[src/rtl/send_all_pkg.sv]
// Shared constants and word packing for the inter-board link.
// Used by both the transmit (send_all) and receive sides.
package send_all_pkg;

  localparam int WORD_W    = 6;
  localparam int NUM_WORDS = 6;

  localparam int TYPE_W = 4;
  localparam int X_W    = 5;
  localparam int Y_W    = 3;
  localparam int CARD_W = 6;
  localparam int LEN_W  = 3;
  localparam int DIR_W  = 1;

  localparam logic [2:0] S_IDLE  = 3'd0;
  localparam logic [2:0] S_SETUP = 3'd1;
  localparam logic [2:0] S_REQ   = 3'd2;
  localparam logic [2:0] S_REL   = 3'd3;
  localparam logic [2:0] S_DONE  = 3'd4;

  typedef struct packed {
    logic [TYPE_W-1:0] msg_type;
    logic [X_W-1:0]    block_x;
    logic [Y_W-1:0]    block_y;
    logic [CARD_W-1:0] card;
    logic [LEN_W-1:0]  sel_len;
    logic [DIR_W-1:0]  move_dir;
  } msg_t;

  // Zero-extended, LSB-aligned word for link slot idx.
  function automatic logic [WORD_W-1:0] pack_word(
    input logic [2:0] idx,
    input msg_t       m
  );
    logic [WORD_W-1:0] w;
    w = '0;
    case (idx)
      3'd0:    w = {2'b0, m.msg_type};
      3'd1:    w = {1'b0, m.block_x};
      3'd2:    w = {3'b0, m.block_y};
      3'd3:    w = m.card;
      3'd4:    w = {3'b0, m.sel_len};
      3'd5:    w = {5'b0, m.move_dir};
      default: w = '0;
    endcase
    return w;
  endfunction

endpackage

[src/rtl/send_all_ack_synchronizer.sv]
// Flop chain bringing the peer's asynchronous Ack into clk.
// Ports: clk, rst (async active-low), d (async in), q (synced).
module ack_synchronizer #(
  parameter int STAGES = 2
) (
  input  logic clk,
  input  logic rst,
  input  logic d,
  output logic q
);

  logic [STAGES-1:0] chain;

  always_ff @(posedge clk or negedge rst) begin
    if (!rst) chain <= '0;
    else      chain <= {chain[STAGES-2:0], d};
  end

  assign q = chain[STAGES-1];

endmodule

[src/rtl/send_all.sv]
// Link transmitter: sends one message as six 4-phase handshaked words.
// Ports: ctrl_* fields + en in, Ack_in from peer; Request_out, inter_data_out, busy, done out.
module send_all
  import send_all_pkg::*;
#(
  parameter int SETUP_CYCLES = 2,
  parameter int SYNC_STAGES  = 2
) (
  input  logic                clk,
  input  logic                rst,
  input  logic                interboard_rst,
  input  logic                en,
  input  logic [TYPE_W-1:0]   ctrl_msg_type,
  input  logic [X_W-1:0]      ctrl_block_x,
  input  logic [Y_W-1:0]      ctrl_block_y,
  input  logic [CARD_W-1:0]   ctrl_card,
  input  logic [LEN_W-1:0]    ctrl_sel_len,
  input  logic [DIR_W-1:0]    ctrl_move_dir,
  input  logic                Ack_in,
  output logic                Request_out,
  output logic [WORD_W-1:0]   inter_data_out,
  output logic                busy,
  output logic                done
);

  localparam logic [3:0] SC_L = 4'(SETUP_CYCLES);
  localparam logic [2:0] LAST = 3'(NUM_WORDS - 1);

  logic       ack_s;
  logic [2:0] state;
  logic [2:0] idx;
  logic [3:0] cnt;
  msg_t       fields;
  msg_t       in_msg;

  assign in_msg = {ctrl_msg_type, ctrl_block_x, ctrl_block_y,
                   ctrl_card, ctrl_sel_len, ctrl_move_dir};

  ack_synchronizer #(
    .STAGES(SYNC_STAGES)
  ) u_sync (
    .clk(clk),
    .rst(rst),
    .d  (Ack_in),
    .q  (ack_s)
  );

  // cnt==0 in SETUP means the word is not yet on the pins;
  // loading and counting both wait for a low ack so data
  // never moves while the peer still acknowledges.
  always_ff @(posedge clk or negedge rst) begin
    if (!rst) begin
      state          <= S_IDLE;
      idx            <= '0;
      cnt            <= '0;
      fields         <= '0;
      Request_out    <= 1'b0;
      inter_data_out <= '0;
    end else if (interboard_rst) begin
      state          <= S_IDLE;
      idx            <= '0;
      cnt            <= '0;
      fields         <= '0;
      Request_out    <= 1'b0;
      inter_data_out <= '0;
    end else begin
      case (state)
        S_IDLE: begin
          if (en) begin
            fields <= in_msg;
            idx    <= '0;
            cnt    <= '0;
            state  <= S_SETUP;
          end
        end
        S_SETUP: begin
          if (!ack_s) begin
            if (cnt == 4'd0) begin
              inter_data_out <= pack_word(idx, fields);
              cnt            <= 4'd1;
            end else if (cnt == SC_L) begin
              Request_out <= 1'b1;
              state       <= S_REQ;
            end else begin
              cnt <= cnt + 4'd1;
            end
          end
        end
        S_REQ: begin
          if (ack_s) begin
            Request_out <= 1'b0;
            state       <= S_REL;
          end
        end
        S_REL: begin
          if (!ack_s) begin
            if (idx == LAST) begin
              state <= S_DONE;
            end else begin
              idx   <= idx + 3'd1;
              cnt   <= '0;
              state <= S_SETUP;
            end
          end
        end
        S_DONE:  state <= S_IDLE;
        default: state <= S_IDLE;
      endcase
    end
  end

  assign busy = (state != S_IDLE);
  assign done = (state == S_DONE);

endmodule

[config.mk]
export PLATFORM = sky130hd
export DESIGN_NAME = send_all
export DESIGN_NICKNAME = d
export VERILOG_FILES = /design/src/rtl/send_all_pkg.sv /design/src/rtl/send_all_ack_synchronizer.sv /design/src/rtl/send_all.sv
export SDC_FILE = /design/constraint.sdc
export NUM_CORES = 1
export LEC_CHECK = 0
export BUFFER_PORTS_ARGS = -buffer_cell sky130_fd_sc_hd__buf_2
export CORE_MARGIN = 4
export CORE_UTILIZATION = 56
export DETAILED_ROUTE_END_ITERATION = 10
export PLACE_DENSITY = 0.88
export SYNTH_ARGS = -nofsm -noshare
export SYNTH_HDL_FRONTEND = slang
export SYNTH_SLANG_ARGS = --single-unit
[constraint.sdc]
create_clock -name clk -period 2.07 [get_ports clk]
set_input_delay 0.414 -clock clk [delete_from_list [all_inputs] [get_ports clk]]
set_output_delay 0.414 -clock clk [all_outputs]
set_load 0.05 [all_outputs]
Yosys cells after proc, flatten, opt, wreduce, memory -nomap -nowiden
Cells that the tools add are included.

storage, ports and cells
  register bits after elaboration = 41
  output and inout bits = 9
  word-level logic and storage cells = 86

operators by class
  multiplexer cells = 36
  reduce and logical (&&, ||, !) cells = 17
  add/subtract/negate cells = 2
  equal/unequal tests = 19

operators with widths
  cell                                           count
  two-way mux 22 bit                             3
  two-way mux 3 bit                              12
  one-hot mux 6 bit (6 select lines)             1
  two-way mux 4 bit                              7
  two-way mux 6 bit                              4
  != test 3 bit, second input constant           6
  == test 3 x 2 -> 1 bit, second input constant  4
  one-hot mux 3 bit (4 select lines)             1
  one-hot mux 4 bit (3 select lines)             1
  AND reduction 6 bit                            2
  == test 3 bit, second input constant           3
  nonzero test 3 bit                             3
  nonzero test 2 bit                             4
  == test 3 x 1 -> 1 bit, second input constant  2
  zero test 3 bit                                2
  one-hot mux 3 bit (2 select lines)             1
  two-way mux 1 bit                              5
  AND reduction 5 bit                            1
  adder 4 x 1 -> 4 bit, second input constant    1
  == test 4 x 2 -> 1 bit, second input constant  1
  zero test 4 bit                                1
  != test 4 bit, second input constant           1
  AND reduction 4 bit                            1
  nonzero test 4 bit                             1
  6 further kinds                                6

Depth between registers and ports, before layout
  depth in word-level cells = 6
  gate-level depth with buffers = 7
  mapped depth without buffers = 6

Cells and area by module
A second synthesis with hierarchy kept.

second synthesis, totals
  cells, all modules = 219
  area total of the unflattened synthesis = 2067.0 µm²

modules (own cells, without submodules)
  module            cells each  area each (µm²)  sequential area each (µm²)  times used
  send_all          217         2016.9           975.9                       1
  ack_synchronizer  2           50.0             50.0                        1

Worst setup path after synthesis
OpenSTA, ideal clock, no wires.

  kind = reg2out
  start = register state[0]
  end = output done
  path buffers = 1
  arrival time = 1.747 ns
  path slack = -0.091 ns
  stages on the path, launching flop included = 3
  data required time = 1.656 ns
  cell sequence = dfrtp_1 -> buf_4 -> nor3b_1

on the way
  word-level cells in the longest chain between the ends = 1

RTL lines
  what                      line             source
  start: declaration        send_all.sv:30   logic [2:0] state;
  start signal: assignment  send_all.sv:53   state <= S_IDLE;
  start signal: assignment  send_all.sv:60   state <= S_IDLE;
  start signal: assignment  send_all.sv:73   state <= S_SETUP;
  == test 3 bit             send_all.sv:113  assign done = (state == S_DONE);
  end: declaration          send_all.sv:23   output logic done

No other way between the ends.

Worst setup path after layout
  start = register cnt[0]
  end = register cnt[0]

on the way
  word-level cells in the longest chain between the ends = 6

RTL lines
  what                                line            source
  start: declaration                  send_all.sv:32  logic [3:0] cnt;
  start signal: assignment            send_all.sv:85  cnt <= cnt + 4'd1;
  adder 4 x 1 -> 4 bit                send_all.sv:85
  two-way mux 4 bit                   send_all.sv:81  end else if (cnt == SC_L) begin
  two-way mux 4 bit                   send_all.sv:78  if (cnt == 4'd0) begin
  two-way mux 4 bit                   send_all.sv:77  if (!ack_s) begin
  one-hot mux 4 bit (3 select lines)  send_all.sv:67  case (state)
  two-way mux 4 bit                   send_all.sv:59  end else if (interboard_rst) begin

Several ways; a longest one is shown, not always the timed one. The select of a mux whose other input is x is not followed.
A chain may end at the register's enable or synchronous reset.

==> results_dict.tcl <==
set metrics [dict create \
    combPwrFrac 0.109 \
    yosysWarningCount 0 \
    crit_path_max_fanout 4 \
    ctsHtreeMaxLevel 2 \
    cap_violations 0 \
    drtIter0Drc 134 \
    fin_crit_sh 0.9694 \
    antenna_cells 0 \
    start_util 0.5875 \
    cts_hold_buf 0 \
    dp_slack_ns 0.05560 \
    grt_antenna_before_repair 0 \
    cts_buffers 5 \
    reg2reg_to "cnt[0]$_DFFE_PN0P_" \
    area_growth_pct 18.30 \
    reg2reg_depth 6 \
    synth_edf_count 0 \
    drc 0 \
    rsz0062_at_grt "false" \
    grt.overflow.total 0 \
    holdWs_ns 0.06862 \
    setup_slack_ns 0.06344 \
    insertion_delay_ns 0.30 \
    final_cell_mix "dfrtp_1, buf_2, o21ai_0" \
    netlist_instances 220 \
    core_area_um2 3689 \
    async_flop_share 1.000 \
    firstDrtPassIters 4 \
    clk_pin_slew_ns 0.08 \
    path_delay_family "simple AND/OR/NAND/NOR gates" \
    switchingPower_w 0.0004441 \
    maxSlewViolCount 0 \
    hold_violations 0 \
    setup_viol 0 \
    cp_slowest_cell "or4b_4" \
    outcome "finished clean" \
    r2r_setup_slack_ns 0.06 \
    rows 22 \
    synth_cell_types 44 \
    gp_congestion 0.8742 \
    worstPathCellList "inv_1 > ha_1 > or4b_4 > a2bb2oi_1 > and3b_4 > mux2_4" \
    endpoint_kind "flop" \
    synthFlopType "dfrtp_1" \
    max_stage_delay_ns 0.50 \
    chipWidth_um 70.21 \
    ys_seq_area_frac 0.4734 \
    worst_slew_pin_slew_ns 0.4814 \
    wl_met2_mm 2.305 \
    hold_path_class "in2async" \
    worst-path-buf-inv 1 \
    drtAntennaViolNets 0 \
    skew_ns 0.009381 \
    fin_crit_ns 2.007 \
    syn_nets 255 \
    dieArea_um2 4929 \
    die_y_um 70.21 \
    clkPwrFrac 0.416 \
    avgSynthCellArea_um2 9.850 \
    cp_data_required_time_ns 2.25 \
    routed_wl_mm 4.741 \
    fillers 301 \
    crit_type "reg2reg" \
    intPower_w 0.001413 \
    track_usage 0.2047 \
    synth_seq_cells 41 \
    arrival_ns 2.19 \
    power_switching_share 0.2391 \
    hpwl_mm 3.349 \
    reg2reg_from "cnt[0]$_DFFE_PN0P_" \
    drive_gt1_frac 0.2539 \
    cts.sinks 41 \
    final_common_cell "dfrtp_1" \
    grt_pass1_wl_mm 8.086 \
    cp-start-kind "flop" \
    relSlewSlack 0.6791 \
    vdd_drop_max_v 0.0004532 \
    detail_route.wl_per_cell_um 15.60 \
    grt_max_degree 45 \
    syn_area_um2 2167 \
    cts_tree "built" \
    vias 1756 \
    fmax_mhz 498.4 \
    power.density_nw_per_um2 724.4 \
    viasPerCell 5.776 \
    fin_tns_setup_ns 0 \
    grt_pass1_vias 1706 \
    cts_buffer_depth 2 \
    met1_length_mm 2.088 \
    num_io_pins 36 \
    leakagePower_nw 1.150 \
    dr_wl_met3_um 244 \
    nets 290 \
    portBuffers 35 \
    cts_root_buffer "clkbuf_8" \
    pwr-share-seq 0.475 \
    dr.max_layer_used "met4" \
]
## routing by layer
layer | GRT usage | vias up
met2 | 0.3274 | 46
met3 | 0.03597 | 11
met1 | 0.2778 | 842
li1 | - | 857
met4 | 0.07660 | 0
met5 | 0 | -
## stage by stage
step | area [um2] | power [W] | instances | utilization
final | 2564 | 0.001857 | 304 | 0.6950
after global routing | 2564 | 0.001935 | 304 | 0.6950
after CTS | 2546 | 0.001864 | 304 | 0.6903
after detailed placement | 2409 | 0.001092 | 296 | 0.6530
after global placement | 2409 | 0.001082 | 296 | 0.6530
after floorplan | 2172 | 0.001008 | 220 | -
## worst register-to-register path: cells and delay by family (launching register included)
| family | cells | cell delay, ns |
|---|---|---|
| multiplexers | 1 | 0.30 |
| buffers and inverters | 1 | 0.10 |
| AO/OA/AOI/OAI | 1 | 0.17 |
| adder cells (fa/ha/maj) | 1 | 0.22 |
| flip-flops | 1 | 0.40 |
| AND/OR/NAND/NOR | 2 | 0.71 |
## synth_stat cells, types with 6 or more instances
library cell | instances | area share
dfrtp_1 | 41 | 0.47
a21oi_1 | 7 | 0.016
nor2_1 | 9 | 0.016
inv_1 | 8 | 0.014
clkbuf_1 | 11 | 0.019
nor3_1 | 7 | 0.016
o21ai_0 | 27 | 0.062
nand2_1 | 25 | 0.043
nand2b_1 | 25 | 0.072
a22o_1 | 6 | 0.024
ha_1 | 8 | 0.046
## sequential cells by signal, indices dropped and copies added (netlist names)
| register | count |
|---|---|
| cnt | 4 |
| Request_out | 1 |
| idx | 3 |
| state | 3 |
| fields | 22 |
| inter_data_out | 6 |
| u_sync.chain | 2 |
## power by group through the flow
stage | Combinational (W) | Sequential, W | Clock [W]
6_report | 0.000202 | 0.000882 | 0.000774
5_1_grt | 0.000226 | 0.000888 | 0.000821
4_1_cts | 0.000200 | 0.000881 | 0.000783
3_5_place_dp | 0.000197 | 0.000896 | 0
3_3_place_gp | 0.000191 | 0.000891 | 0
2_1_floorplan | 0.000120 | 0.000888 | 0
## worst max path at each step
stage	endpoint	startpoint	cells after the start	slack [ns]
3_3_place_gp	cnt[0]$_DFFE_PN0P_	cnt[0]$_DFFE_PN0P_	6	0.15
5_1_grt	inter_data_out[3]$_DFFE_PN0P_	cnt[0]$_DFFE_PN0P_	6	0.001
4_1_cts	inter_data_out[3]$_DFFE_PN0P_	cnt[0]$_DFFE_PN0P_	6	0.03
6_report	cnt[0]$_DFFE_PN0P_	cnt[0]$_DFFE_PN0P_	6	0.06
3_5_place_dp	inter_data_out[3]$_DFFE_PN0P_	cnt[0]$_DFFE_PN0P_	6	0.06
2_1_floorplan	cnt[0]$_DFFE_PN0P_	cnt[0]$_DFFE_PN0P_	6	0.18
## kinds of logic after synthesis
kind of cell / after synthesis / share of synthesized area
AO/OA/AOI/OAI: 58 / 0.1882
XOR/XNOR: 1 / 0.004042
adder cells (fa/ha/maj): 8 / 0.04619
buffers and inverters: 22 / 0.04503
flip-flops: 41 / 0.4734
multiplexers: 4 / 0.02136
AND/OR/NAND/NOR: 86 / 0.2217
## area by class of cell
type,count,area (um2),share of cell area
Clock buffer,5,68.82,0.02684
Multi-Input combinational cell,157,1070,0.4173
Tap cell,48,60.06,0.02343
Sequential cell,41,1026,0.4002
Clock inverter,3,68.82,0.02684
Timing Repair Buffer,42,240.2,0.09370
Inverter,8,30.03,0.01171
## timing repair
item,4_1_cts,5_1_grt
resized for setup,0,3
setup endpoints to repair,0,6
buffers inserted,0,0
(Power assumes the default switching activity.)
